<file path="config.mk">
export PLATFORM = sky130hd
export DESIGN_NAME = decade_counter_4bit
export DESIGN_NICKNAME = d
export VERILOG_FILES = /design/src/rtl/decade_counter_pkg.sv /design/src/rtl/t_flip_flop.sv /design/src/rtl/decade_counter_4bit.sv
export SDC_FILE = /design/constraint.sdc
export NUM_CORES = 1
export LEC_CHECK = 0
export ABC_CLOCK_PERIOD_IN_PS = 1650
export CORE_AREA = 5 5 42 44
export DETAILED_ROUTE_END_ITERATION = 10
export DIE_AREA = 0 0 47 49
export PLACE_DENSITY_LB_ADDON = 0.15
export SYNTH_ARGS = -nofsm -noshare
export SYNTH_HDL_FRONTEND = slang
export SYNTH_HIERARCHICAL = 1
export SYNTH_SLANG_ARGS = --single-unit
</file>
<file path="constraint.sdc">
create_clock -name clk -period 1.65 [get_ports clk]
set_input_delay 0.2475 -clock clk [delete_from_list [all_inputs] [get_ports clk]]
set_output_delay 0.2475 -clock clk [all_outputs]
set_load 0.05 [all_outputs]
</file>
<file path="src/rtl/decade_counter_pkg.sv">
// Shared constants and next-state helper for the BCD decade counter.
package decade_counter_pkg;

  localparam int unsigned CNT_W = 4;
  localparam logic [CNT_W-1:0] CNT_MAX = 4'd9;
  localparam logic [CNT_W-1:0] CNT_RST = 4'd0;

  // Values at or above the terminal count (including illegal 10..15) all return to zero.
  function automatic logic [CNT_W-1:0] next_count(input logic [CNT_W-1:0] cur);
    if (cur >= CNT_MAX) begin
      return CNT_RST;
    end
    return cur + CNT_W'(1);
  endfunction

endpackage

</file>
<file path="src/rtl/t_flip_flop.sv">
// 1-bit toggle flip-flop with synchronous active-high reset.
module t_flip_flop (
  input  logic clk,
  input  logic rst,
  input  logic t,
  output logic q
);

  logic q_q;
  logic q_d;

  always_comb begin
    q_d = q_q ^ t;
  end

  always_ff @(posedge clk) begin
    if (rst) begin
      q_q <= 1'b0;
    end else begin
      q_q <= q_d;
    end
  end

  assign q = q_q;

endmodule

</file>
<file path="src/rtl/decade_counter_4bit.sv">
// BCD counter 0..9 built from four T flip-flops; each state bit is a separate output.
module decade_counter_4bit
  import decade_counter_pkg::*;
(
  input  logic clk,
  input  logic rst,
  output logic out1,
  output logic out2,
  output logic out3,
  output logic out4
);

  logic [CNT_W-1:0] cnt_q;
  logic [CNT_W-1:0] cnt_d;
  logic [CNT_W-1:0] t_w;

  // A T flip-flop reaches the target value when toggled exactly where current and next differ.
  always_comb begin
    cnt_d = next_count(cnt_q);
  end

  assign t_w = cnt_q ^ cnt_d;

  for (genvar i = 0; i < CNT_W; i++) begin : g_ff
    t_flip_flop u_ff (
      .clk (clk),
      .rst (rst),
      .t   (t_w[i]),
      .q   (cnt_q[i])
    );
  end

  assign out1 = cnt_q[0];
  assign out2 = cnt_q[1];
  assign out3 = cnt_q[2];
  assign out4 = cnt_q[3];

endmodule

</file>
==> results by stage, run 1 <==
Drt:
- Summing over every cut layer, the via total after detailed routing is 160.
- After detailed routing, the number of vias per cell comes to 3.48.
- The wire length per cell is 8.17 um.
- The final layout contains routed wiring with a total length of ~380 um.
- The number of iterations in the first detailed-routing pass is 1.
- In the routed design, unresolved DRC markers number 0.
- The number of DRC markers after the initial detailed-route iteration is 0.
- The count of nets left with antenna violations once routing finished came out at 0.

Worst setup path:
- The critical path's slowest cell is sky130_fd_sc_hd__dfxtp_1.
- Walking the worst path, the cells encountered are buf_4.
- On the worst path, the slowest cell contributes a delay of 450 ps.
- The largest delay contributor family on the critical path is flip-flops.
- STA classifies the critical path endpoint as an output port.
- The reg-to-reg critical path startpoint is g_ff[3].u_ff/q$_SDFF_PP0_.
- Counting both buffers and inverters, the worst setup path holds a total of 1.
- At the worst endpoint, the required time is 1400 ps.
- Tracing the worst setup path back leads to its startpoint at g_ff[1].u_ff/q$_SDFF_PP0_.
- Along the worst path, the maximum fanout reaches 6.
- Data arrives at the worst endpoint at approximately 930 ps.
- The critical path startpoint category is a flop.
- The kind of critical path is reg2out.

Final layout:
- The total of fill cells in the finished design is around 170.
- The net count of the finished layout is 34.
- The flip-flop count of the largest register, all copies and words added is 4.
- The share of final-layout standard cells stronger than drive strength 1 is a little over a quarter.
- After routing the design area is 275 um^2.
- Relative to the synthesized area, the layout overhead comes to 52.8%.
- The number of antenna diodes is 0.

Clock tree:
- The clock net in this run drives a total of 4 sinks.
- In this run the number of H-tree levels came out at 1.
- The TritonCTS clock tree is built.
- Clock tree synthesis selected as its root buffer the cell sky130_fd_sc_hd__clkbuf_4.
- No sink is reached through more buffers than the 2 on the longest clock path.
- In this run, post-CTS repair resized a total of 0 instances.
- The count of buffers added by post-CTS timing repair for setup is 0.
- The total clock buffers created by CTS is 3.
- The post-CTS clock slew at the launch and capture registers of the worst setup and hold paths is 40 ps.
- The post-cts hold buffer count is 0.
- The worst-skew pair later-pin latency is approximately 230 ps.

Floorplanning:
- The total die area is 2300 um^2.
- The I/O pin count is 6.
- The chip height is 49 um.
- The initial utilization of the core area, before any placement, comes to 12.9%.
- The die span in x is between 40 and 50 um.
- In this run the core area contains 14 standard-cell rows.
- The area of the core is 1400 um^2.

STA:
- The final count of hold timing violations is 0.
- In this run the tightest slew margin relative to its limit is 77.9%.
- For the pin with the worst max-slew slack, the measured transition is approximately 330 ps.
- The worst path in the final design needs a cycle of 1170 ps, including I/O delays and setup.
- The final critical path takes up 71.1% of the cycle.
- Setup repair after global routing left no endpoint under its margin.
- Timing would allow up to 0.852 GHz.
- Setup violations remaining at the end of the flow were counted as 0.
- The setup TNS is 0 ps.
- The number of pins exceeding their max-slew limit in the final report is 0.
- The worst setup skew after layout is 0.426 ps.

Synth:
- The sequential-to-total area share from yosys stat is about 44%.
- The basic-gate share of the synthesized area counting and, or, nand and nor cells is between 15 and 20%.
- The xor and xnor fraction of the mapped netlist area is between 15 and 20%.
- The dominant synthesized flop cell is sky130_fd_sc_hd__dfxtp_1.
- The post-synthesis net count is 24.
- The commonest cells after synthesis are 4 x sky130_fd_sc_hd__dfxtp_1, 4 x sky130_fd_sc_hd__nor2_1, 4 x sky130_fd_sc_hd__xnor2_1.
- Ranked by total cell area, the synthesized netlist is headed by sky130_fd_sc_hd__dfxtp_1 44%, sky130_fd_sc_hd__xnor2_1 19%, sky130_fd_sc_hd__nor2_1 8.3%.
- The mean cell area of the mapped netlist is 8.19 um^2.
- The number of register bits inferred by synthesis is 4.
- By area, the combinational part of the netlist is dominated by XOR/XNOR gates.
- The synthesis warning total is 6.
- For this run, asynchronously set or reset flops after synthesis account for 0%.
- The multiplexer share of the synthesized area is 0%.
- The synthesized netlist devotes 16.0% of its cell area to compound gates.
- The synthesized design spends more area on one cell type than any other, namely sky130_fd_sc_hd__dfxtp_1.
- In the synthesized netlist, the number of instances is 22.
- Yosys mapped a number of flops with a built-in enable equal to 0.
- The count of different cell masters after synthesis is 10.
- Of the total synthesized cell area, the portion taken by full adders, half adders and majority gates is 0%.
- The mapped cell area is 180 um^2.
- In this run the biggest area consumer among cell types represents 44.4% of the synthesized area.

Place:
- In this run the cell area measured after placement is 253 um^2.
- The placer congestion estimate is 0.568.
- The HPWL after detailed placement is 287 um.
- The count of port buffers added during placement is 5.

Hold path:
- The worst min-delay path startpoint is g_ff[0].u_ff/q$_SDFF_PP0_.
- The worst min-delay path class is reg2reg.

GRT:
- The number of global-route vias before repair was 155.
- The initial antenna violation count was 0.
- Global routing used 4.16% of the available tracks.
- After global routing the overflow that remains totals 0.
- The wire length of the first global-routing pass is 627 um.
- Entering global routing, the biggest net connects 9 pins.

Power and ir drop:
- In this run the power density over the cells is between 1000 and 1500 nW/um^2.
- The leakage dissipation is ~0.1 nW.
- Across the VDD grid, the largest voltage drop is 0.000395 V.

Job:
- Across the run, the number of max-cap violations was 0.

Run status:
- The run finished with clean final reports.
per-layer routing:
metal  wire length (um)  GRT usage, %  share of wire, %
met4                  0          4.15                 0
met3                 16          2.21               4.3
met1                181          4.64                48
met2                178          5.20                47
met5                  0             0                 0
where the power goes:
group,leakage [nW],internal (mW),switching [mW]
Combinational,0.0532,0.0262,0.0433
Sequential,0.0329,0.106,0.0145
Clock,0.0138,0.0812,0.0374
cells in the final DEF, fill, tap and decap left out:
master,netlist,layout
sky130_fd_sc_hd__inv_1,1,1
sky130_fd_sc_hd__o21ai_2,1,1
sky130_fd_sc_hd__xnor2_1,4,4
sky130_fd_sc_hd__clkdlybuf4s50_1,0,1
sky130_fd_sc_hd__dfxtp_1,4,4
sky130_fd_sc_hd__buf_12,0,1
sky130_fd_sc_hd__a21oi_1,1,1
sky130_fd_sc_hd__o21ai_1,1,1
sky130_fd_sc_hd__nand2_1,3,3
sky130_fd_sc_hd__clkbuf_4,0,3
sky130_fd_sc_hd__buf_4,0,3
sky130_fd_sc_hd__o21ai_0,2,2
sky130_fd_sc_hd__nand2b_1,1,1
sky130_fd_sc_hd__nor2_1,4,4
logic make-up (layout without fill, tap and decap cells):
group	after synthesis	count (layout)
buf+inv	1	9
compound gates	5	5
xor+xnor	4	4
flops	4	4
simple gates	8	8
worst min-delay path, cell delays in order, from the launching register on:
cell and delay (ps):
sky130_fd_sc_hd__dfxtp_1 370, sky130_fd_sc_hd__xnor2_1 90, sky130_fd_sc_hd__nor2_1 70
final cells by class:
cell class	instances	area [um^2]	area share, %
Clock buffer	3	22.5	8.18
Inverter	1	3.75	1.36
Multi-Input combinational cell	17	96.3	35.0
Sequential cell	4	80.1	29.1
Tap cell	16	20.0	7.27
Timing Repair Buffer	5	52.6	19.1
path summary, 6_finish.rpt:
path	to	slack (ps)	cells past startpoint
setup / recovery	out2	480	1
hold / removal	g_ff[0].u_ff/q$_SDFF_PP0_	570	2
setup reg to reg	g_ff[0].u_ff/q$_SDFF_PP0_	540	4
hold reg to reg	g_ff[0].u_ff/q$_SDFF_PP0_	570	2
stage by stage:
step | power [mW] | setup slack, ps | hold slack (ps) | std cells | utilization (%)
after floorplan | 0.168 | 347 | 320 | 22 | -
final | 0.309 | 476 | 569 | 46 | 19.6
after global routing | 0.332 | 406 | 640 | 46 | 19.6
after CTS | 0.319 | 458 | 576 | 46 | 19.6
after global placement | 0.192 | 556 | 565 | 43 | 18.0
after detailed placement | 0.192 | 553 | 564 | 43 | 18.0
Note: power is estimated with default switching activity, not from simulation.
==> inputs of run 2 (changes only) <==
--- a/config.mk
+++ b/config.mk
@@ -5,7 +5,7 @@
 export SDC_FILE = /design/constraint.sdc
 export NUM_CORES = 1
 export LEC_CHECK = 0
-export ABC_CLOCK_PERIOD_IN_PS = 1650
+export ABC_CLOCK_PERIOD_IN_PS = 1000
 export CORE_AREA = 5 5 42 44
 export DETAILED_ROUTE_END_ITERATION = 10
 export DIE_AREA = 0 0 47 49
==> constraint.sdc (replaced) <==
create_clock -name clk -period 1 [get_ports clk]
set_input_delay 0.15 -clock clk [delete_from_list [all_inputs] [get_ports clk]]
set_output_delay 0.15 -clock clk [all_outputs]
set_load 0.05 [all_outputs]
==> run 2 against run 1 <==
  * Sequential cell count unchanged
  * Global-route usage increased by 0.13 points
  * Clock power rose by 68%
  * Combinational power up 120%
  * Count of clock-buffer cells in the layout is the same
  * Critical endpoint is now g_ff[1].u_ff/q$_SDFF_PP0_
==> results by stage, run 2 (same netlist as run 1, synthesis figures left out) <==
STA:
- The actual slew at the worst max-slew pin is 165 ps (-166 ps).
- Dividing the final minimum period by the clock period gives 95.1%.
- The worst setup skew after layout is 3.50 ps (+3.08 ps).
- The number of pins exceeding their max-slew limit in the final report is 0 (unchanged).
- The maximum clock frequency is 1.05 GHz.
- The final count of hold timing violations is 0 (unchanged).
- The max-slew headroom at the worst pin is 89.0% (+11 points).
- The post-layout minimum cycle time is 951 ps.
- The total setup violations reported at the end of the flow was 0 (unchanged).
- The setup TNS came to 0 ps (unchanged).

Clock tree:
- TritonCTS built the clock tree.
- The total clock buffers created by CTS came to 3 (unchanged).
- The number of clock sinks is 4 (unchanged).
- The post-cts hold buffer count came to 0 (unchanged).
- The maximum buffer depth of the clock tree is 2 (unchanged).
- The post-cts repair resize count was 0 (unchanged).
- The count of buffers added by post-CTS timing repair for setup is 0 (unchanged).
- The level count of the clock H-tree is 1 (unchanged).
- The cell at the root of the clock tree is sky130_fd_sc_hd__clkbuf_4.
- The post-CTS clock slew at the launch and capture registers of the worst setup and hold paths was 40 ps (about the same).
- The worst-skew pair later-pin latency is 240 ps (about the same).

Place:
- The detailed placement HPWL came to 296 um (+3.0%).
- The total cell area at the placement stage is 305 um^2 (+21%).
- The placer congestion estimate was 0.767 (+35%).
- The count of port buffers added during placement is 5 (unchanged).
- The cell count after placement was 43 (unchanged).

Worst setup path:
- The worst setup path is launched from a flop.
- The setup slack of the worst register-to-register path is 50 ps (-490 ps).
- In this run the critical register-to-register path is captured at g_ff[1].u_ff/q$_SDFF_PP0_.
- The arrival time at the worst endpoint is 1070 ps (+140 ps).
- Following the worst setup path forward leads to its endpoint at g_ff[1].u_ff/q$_SDFF_PP0_.
- The critical path data required time is 1120 ps (-280 ps).
- The element type at the critical path end is a flop.
- The number of cells traversed by the worst register-to-register path is 4 (unchanged).
- The setup path with the least slack is of type reg2reg.
- The maximum fanout count along the critical path came to 4 (-2).
- The critical path starts at g_ff[0].u_ff/q$_SDFF_PP0_.
- The reg-to-reg critical path startpoint is g_ff[0].u_ff/q$_SDFF_PP0_.

Final layout:
- The library cells used most frequently in the layout, excluding fill and tap cells, are 4 x sky130_fd_sc_hd__nor2_1, 4 x sky130_fd_sc_hd__dfxtp_4, 4 x sky130_fd_sc_hd__buf_12.
- The number of antenna diodes came to 0 (unchanged).
- The area of all placed cells without fillers is 343 um^2 (+25%).
- The non-filler instance count after layout is 46 (unchanged).
- The flip-flop count of the largest register, all copies and words added was 4 (unchanged).
- The layout overhead on the synthesized area is 90.3%.
- The net count of the finished layout is 34 (unchanged).
- The share of final-layout standard cells stronger than drive strength 1 came to 46.7% (+20 points).

Drt:
- The number of vias per cell is 3.87 (+11%).
- The number of DRC markers after the initial detailed-route iteration is 0 (unchanged).
- The number of routed nets with antenna violations is 0 (unchanged).
- The number of iterations in the first detailed-routing pass is 1 (unchanged).
- The total wirelength of the detailed-routed design is 408 um (+8.5%).
- The wire length per cell came to 8.87 um (+8.5%).
- The count of unresolved DRC violations after routing came to 0 (unchanged).
- The overall via count from detail_route is 178 (+11%).

Floorplanning:
- The cell row count is 14 (unchanged).
- The effective utilization at floorplan is 12.9% (unchanged).
- The area of the core is 1400 um^2 (unchanged).
- The total die area came to 2300 um^2 (unchanged).
- The chip height is 49 um (unchanged).
- The I/O pin count is 6 (unchanged).
- The die span in x is 47 um (unchanged).

GRT:
- The number of global-route vias before repair is 175 (+13%).
- The pin count of the biggest net entering global routing is 9 (unchanged).
- The wire length of the first global-routing pass was 655 um (+4.5%).
- The initial antenna violation count was 0 (unchanged).
- The sum of overflow across all layers after global routing came to 0 (unchanged).
- The total routing usage reported by global routing is 4.29% (+0.13 points).

Job:
- The number of max-cap violations is 0 (unchanged).

Power and ir drop:
- The maximum ir drop on the vdd rail came to 0.000419 V (+5.9%).
- The leakage dissipation is 0.132 nW (+32%).
- The total power draw was 0.557 mW (+81%).
- The power density over the cells is 1630 nW/um^2 (+45%).

Hold path:
- The startpoint identified for the worst hold timing path is rst.
- The worst min-delay path class is in2reg.

Run status:
- The run finished with clean final reports.
run 2: critical path, cell delays in order (launching register included):
cell	delay, ps
sky130_fd_sc_hd__dfxtp_4	380
sky130_fd_sc_hd__inv_1	90
sky130_fd_sc_hd__o21ai_1	180
sky130_fd_sc_hd__xnor2_1	130
sky130_fd_sc_hd__nor2_1	50
run 2: routing by layer:
layer | up-vias | track usage [%] | routed length, um
li1 | 87 | - | -
met1 | 83 | 4.38 | 164
met2 | 6 | 5.20 | 197
met3 | 2 | 3.32 | 30
met4 | 0 | 4.15 | 15
met5 | - | 0 | 0
run 2: layout make-up:
class	count	area, um^2
timing repair buffer	5	90.1
tap	16	20.0
inverter	1	3.75
sequential	4	95.1
fill	165	1060
clock buffer	3	22.5
multi-input combinational	17	111
run 2: worst min-delay path by stage:
stage / cells after the start / slack, ps / endpoint
final: 2 / 550 / g_ff[2].u_ff/q$_SDFF_PP0_
after global routing: 2 / 570 / g_ff[1].u_ff/q$_SDFF_PP0_
after CTS: 2 / 550 / g_ff[0].u_ff/q$_SDFF_PP0_
after detailed placement: 2 / 530 / g_ff[0].u_ff/q$_SDFF_PP0_
after global placement: 2 / 530 / g_ff[0].u_ff/q$_SDFF_PP0_
after floorplan: 1 / 210 / g_ff[0].u_ff/q$_SDFF_PP0_
run 2: power breakdown:
| part | switching, mW | internal, mW | total [mW] |
|---|---|---|---|
| Clock | 0.0655 | 0.134 | 0.200 |
| Sequential | 0.0322 | 0.175 | 0.207 |
| Combinational | 0.0730 | 0.0773 | 0.150 |
| Total | 0.171 | 0.387 | 0.557 |
run 2: stage by stage:
stage	setup WS [ps]	util, %	hold WS [ps]
floorplan	1.60	-	213
global placement	71.5	21.8	532
detailed placement	64.6	21.8	534
CTS	50.7	23.4	553
global route	-1.50	24.5	566
finish	48.8	24.5	554
==> inputs of run 3 (changes only) <==
--- a/config.mk
+++ b/config.mk
@@ -9,7 +9,7 @@
 export CORE_AREA = 5 5 42 44
 export DETAILED_ROUTE_END_ITERATION = 10
 export DIE_AREA = 0 0 47 49
-export PLACE_DENSITY_LB_ADDON = 0.15
+export PLACE_DENSITY = 0.3
 export SYNTH_ARGS = -nofsm -noshare
 export SYNTH_HDL_FRONTEND = slang
 export SYNTH_HIERARCHICAL = 1
==> run 3 against run 2 <==
  * Non-clock buffer count did not move
  * Global-route usage shrank 0.70 points
  * Sequential power about the same
==> results by stage, run 3 (same netlist as run 1, synthesis figures left out) <==
Run status:
- The flow ran to the end, and the final reports show no timing, DRC or antenna violations.

Worst setup path:
- The number of logic stages on the critical path including buffering is 4 (unchanged).
- The arrival time at the worst endpoint is 1050 ps (-20 ps).
- The worst setup path is captured at a flop.
- The reg-to-reg critical path startpoint is g_ff[3].u_ff/q$_SDFF_PP0_.
- The worst stage delay on the critical path is 390 ps (about the same).
- Broken down by cell family, the worst path's largest delay share belongs to flip-flops.
- The worst setup path is of the reg2reg kind.
- The setup slack of the worst register-to-register path is 70 ps (+20 ps).
- The endpoint identified for the worst register-to-register timing path is g_ff[0].u_ff/q$_SDFF_PP0_.
- STA classifies the critical path startpoint as a flop.
- The slowest stage of the critical path belongs to the cell sky130_fd_sc_hd__dfxtp_4.
- The maximum fanout count along the critical path is 8 (+4).
- In this run the worst setup path terminates at g_ff[0].u_ff/q$_SDFF_PP0_.
- The startpoint of the worst setup timing path is g_ff[3].u_ff/q$_SDFF_PP0_.
- The critical path data required time is 1110 ps (about the same).
- The number of buffer and inverter instances along the worst setup path was 0 (-1).
- The number of cells traversed by the worst register-to-register path is 4 (unchanged).
- The signal on the critical path passes through o21ai_2 > nand2b_1 > xnor2_1 > nor2_1.

Floorplanning:
- The total die area is 2300 um^2 (unchanged).
- The area of the core is 1400 um^2 (unchanged).
- The die span in x is 47 um (unchanged).
- The effective utilization at floorplan is 12.9% (unchanged).
- The cell row count is 14 (unchanged).
- The chip height was 49 um (unchanged).
- The I/O pin count was 6 (unchanged).

Place:
- The cell count after placement is 43 (unchanged).
- The placer congestion estimate is 0.679 (-11%).
- The count of port buffers added during placement is 5 (unchanged).
- The worst setup slack before clock tree synthesis is 39.5 ps (-25.1 ps).

Drt:
- The number of DRC markers after the initial detailed-route iteration was 2 (+2).
- The total wirelength of the detailed-routed design is 353 um (-13%).
- The overall via count from detail_route came to 160 (-10%).
- The number of routed nets with antenna violations came to 0 (unchanged).
- The count of unresolved DRC violations after routing is 0 (unchanged).
- The number of vias per cell is 3.48 (-10%).
- The number of iterations in the first detailed-routing pass is 2 (+1).
- The wire length per cell is 7.67 um (-13%).

STA:
- The worst setup skew after layout came to 0.990 ps (-2.51 ps).
- The setup TNS is 0 ps (unchanged).
- The post-layout minimum cycle time is 933 ps (-18.2 ps).
- The share of the cycle needed by the critical path after routing is 93.3% (-1.8 points).
- The total setup violations reported at the end of the flow came to 0 (unchanged).
- Setup repair after global routing left no endpoint under its margin.
- The number of pins exceeding their max-slew limit in the final report is 0 (unchanged).
- The final count of hold timing violations was 0 (unchanged).
- The worst hold slack across all endpoints is 535 ps (-18.5 ps).
- The actual slew at the worst max-slew pin was 165 ps (+0.256 ps).
- The smallest setup slack after layout is 67.0 ps (+18.2 ps).
- The maximum clock frequency is 1.07 GHz (+2.0%).
- The max-slew headroom at the worst pin came to 88.9% (about the same).

Clock tree:
- The count of buffers added by post-CTS timing repair for setup is 0 (unchanged).
- The post-cts hold buffer count is 0 (unchanged).
- The number of clock sinks is 4 (unchanged).
- The maximum buffer depth of the clock tree was 2 (unchanged).
- The worst-skew pair later-pin latency is 230 ps (about the same).
- The post-cts repair resize count came to 0 (unchanged).
- The post-CTS clock slew at the launch and capture registers of the worst setup and hold paths is 30 ps (about the same).
- The level count of the clock H-tree was 1 (unchanged).
- The TritonCTS clock tree is built.
- The cell sitting at the root of the clock tree is a sky130_fd_sc_hd__clkbuf_4.
- The total clock buffers created by CTS is 3 (unchanged).

GRT:
- The pin count of the biggest net entering global routing came to 9 (unchanged).
- The total routing usage reported by global routing is 3.59% (-0.70 points).
- The initial antenna violation count came to 0 (unchanged).
- The sum of overflow across all layers after global routing is 0 (unchanged).
- The number of global-route vias before repair was 140 (-20%).
- The wire length of the first global-routing pass is 524 um (-20%).

Power and ir drop:
- The leakage dissipation is 0.114 nW (-14%).
- The maximum ir drop on the vdd rail came to 0.000631 V (+51%).
- The part of the power in registers is 37.9% (+0.7 points).
- The internal power is 0.384 mW (-0.76%).
- The share of power burned in combinational logic is 27.4% (+0.4 points).
- The clock share of power came to 34.7% (-1.1 points).
- The switching portion of total power is 29.0% (-1.6 points).
- The net switching power is 0.157 mW (-8.1%).
- The power density over the cells is 1650 nW/um^2 (+1.4%).

Final layout:
- The layout overhead on the synthesized area is 81.9%.
- The net count of the finished layout is 34 (unchanged).
- The library cells used most frequently in the layout, excluding fill and tap cells, are 4 x sky130_fd_sc_hd__xnor2_1, 4 x sky130_fd_sc_hd__nor2_1, 4 x sky130_fd_sc_hd__dfxtp_4, 4 x sky130_fd_sc_hd__buf_12.
- The flip-flop count of the largest register, all copies and words added is 4 (unchanged).
- The total of fill cells in the finished design came to 161 (-2.4%).
- The number of antenna diodes is 0 (unchanged).
- The share of final-layout standard cells stronger than drive strength 1 came to 40.0% (-6.7 points).
- The non-filler instance count after layout is 46 (unchanged).

Job:
- The number of max-cap violations is 0 (unchanged).

Hold path:
- The min-delay analysis places its worst path in the category in2reg.
[run 3: worst min path at each step]
stage,startpoint,cells after the start,end,slack (ps)
2_1_floorplan,rst,1,g_ff[0].u_ff/q$_SDFF_PP0_,210
3_3_place_gp,g_ff[0].u_ff/q$_SDFF_PP0_,2,g_ff[0].u_ff/q$_SDFF_PP0_,540
3_5_place_dp,g_ff[0].u_ff/q$_SDFF_PP0_,2,g_ff[0].u_ff/q$_SDFF_PP0_,530
4_1_cts,rst,2,g_ff[1].u_ff/q$_SDFF_PP0_,530
5_1_grt,rst,2,g_ff[2].u_ff/q$_SDFF_PP0_,540
6_report,rst,2,g_ff[1].u_ff/q$_SDFF_PP0_,540
[run 3: through the flow]
stage	util, %	power (mW)	cell area, um^2
2_1_floorplan	-	0.278	195
3_3_place_gp	21.8	0.356	305
3_5_place_dp	21.8	0.356	305
4_1_cts	23.4	0.552	328
5_1_grt	23.4	0.562	328
6_report	23.4	0.540	328
[run 3: area by class of cell]
class | instances | area (um^2) | share of cell area, %
sequential | 4 | 95.1 | 29.0
multi-input combinational | 17 | 96.3 | 29.4
clock buffer | 3 | 22.5 | 6.87
timing repair buffer | 5 | 90.1 | 27.5
inverter | 1 | 3.75 | 1.15
tap | 16 | 20.0 | 6.11
[run 3: power groups by stage]
stage / clock [mW] / sequential [mW] / combinational, mW
finish: 0.187 / 0.205 / 0.148
detailed placement: 0 / 0.208 / 0.148
global route: 0.199 / 0.209 / 0.154
global placement: 0 / 0.208 / 0.148
CTS: 0.197 / 0.205 / 0.149
floorplan: 0 / 0.246 / 0.0314
[run 3: metal layers]
metal | wire [um] | share of wire [%] | GRT usage, %
met1 | 154 | 44 | 3.73
met2 | 179 | 51 | 4.30
met3 | 19 | 5.4 | 1.11
met4 | 0 | 0 | 5.53
met5 | 0 | 0 | 0
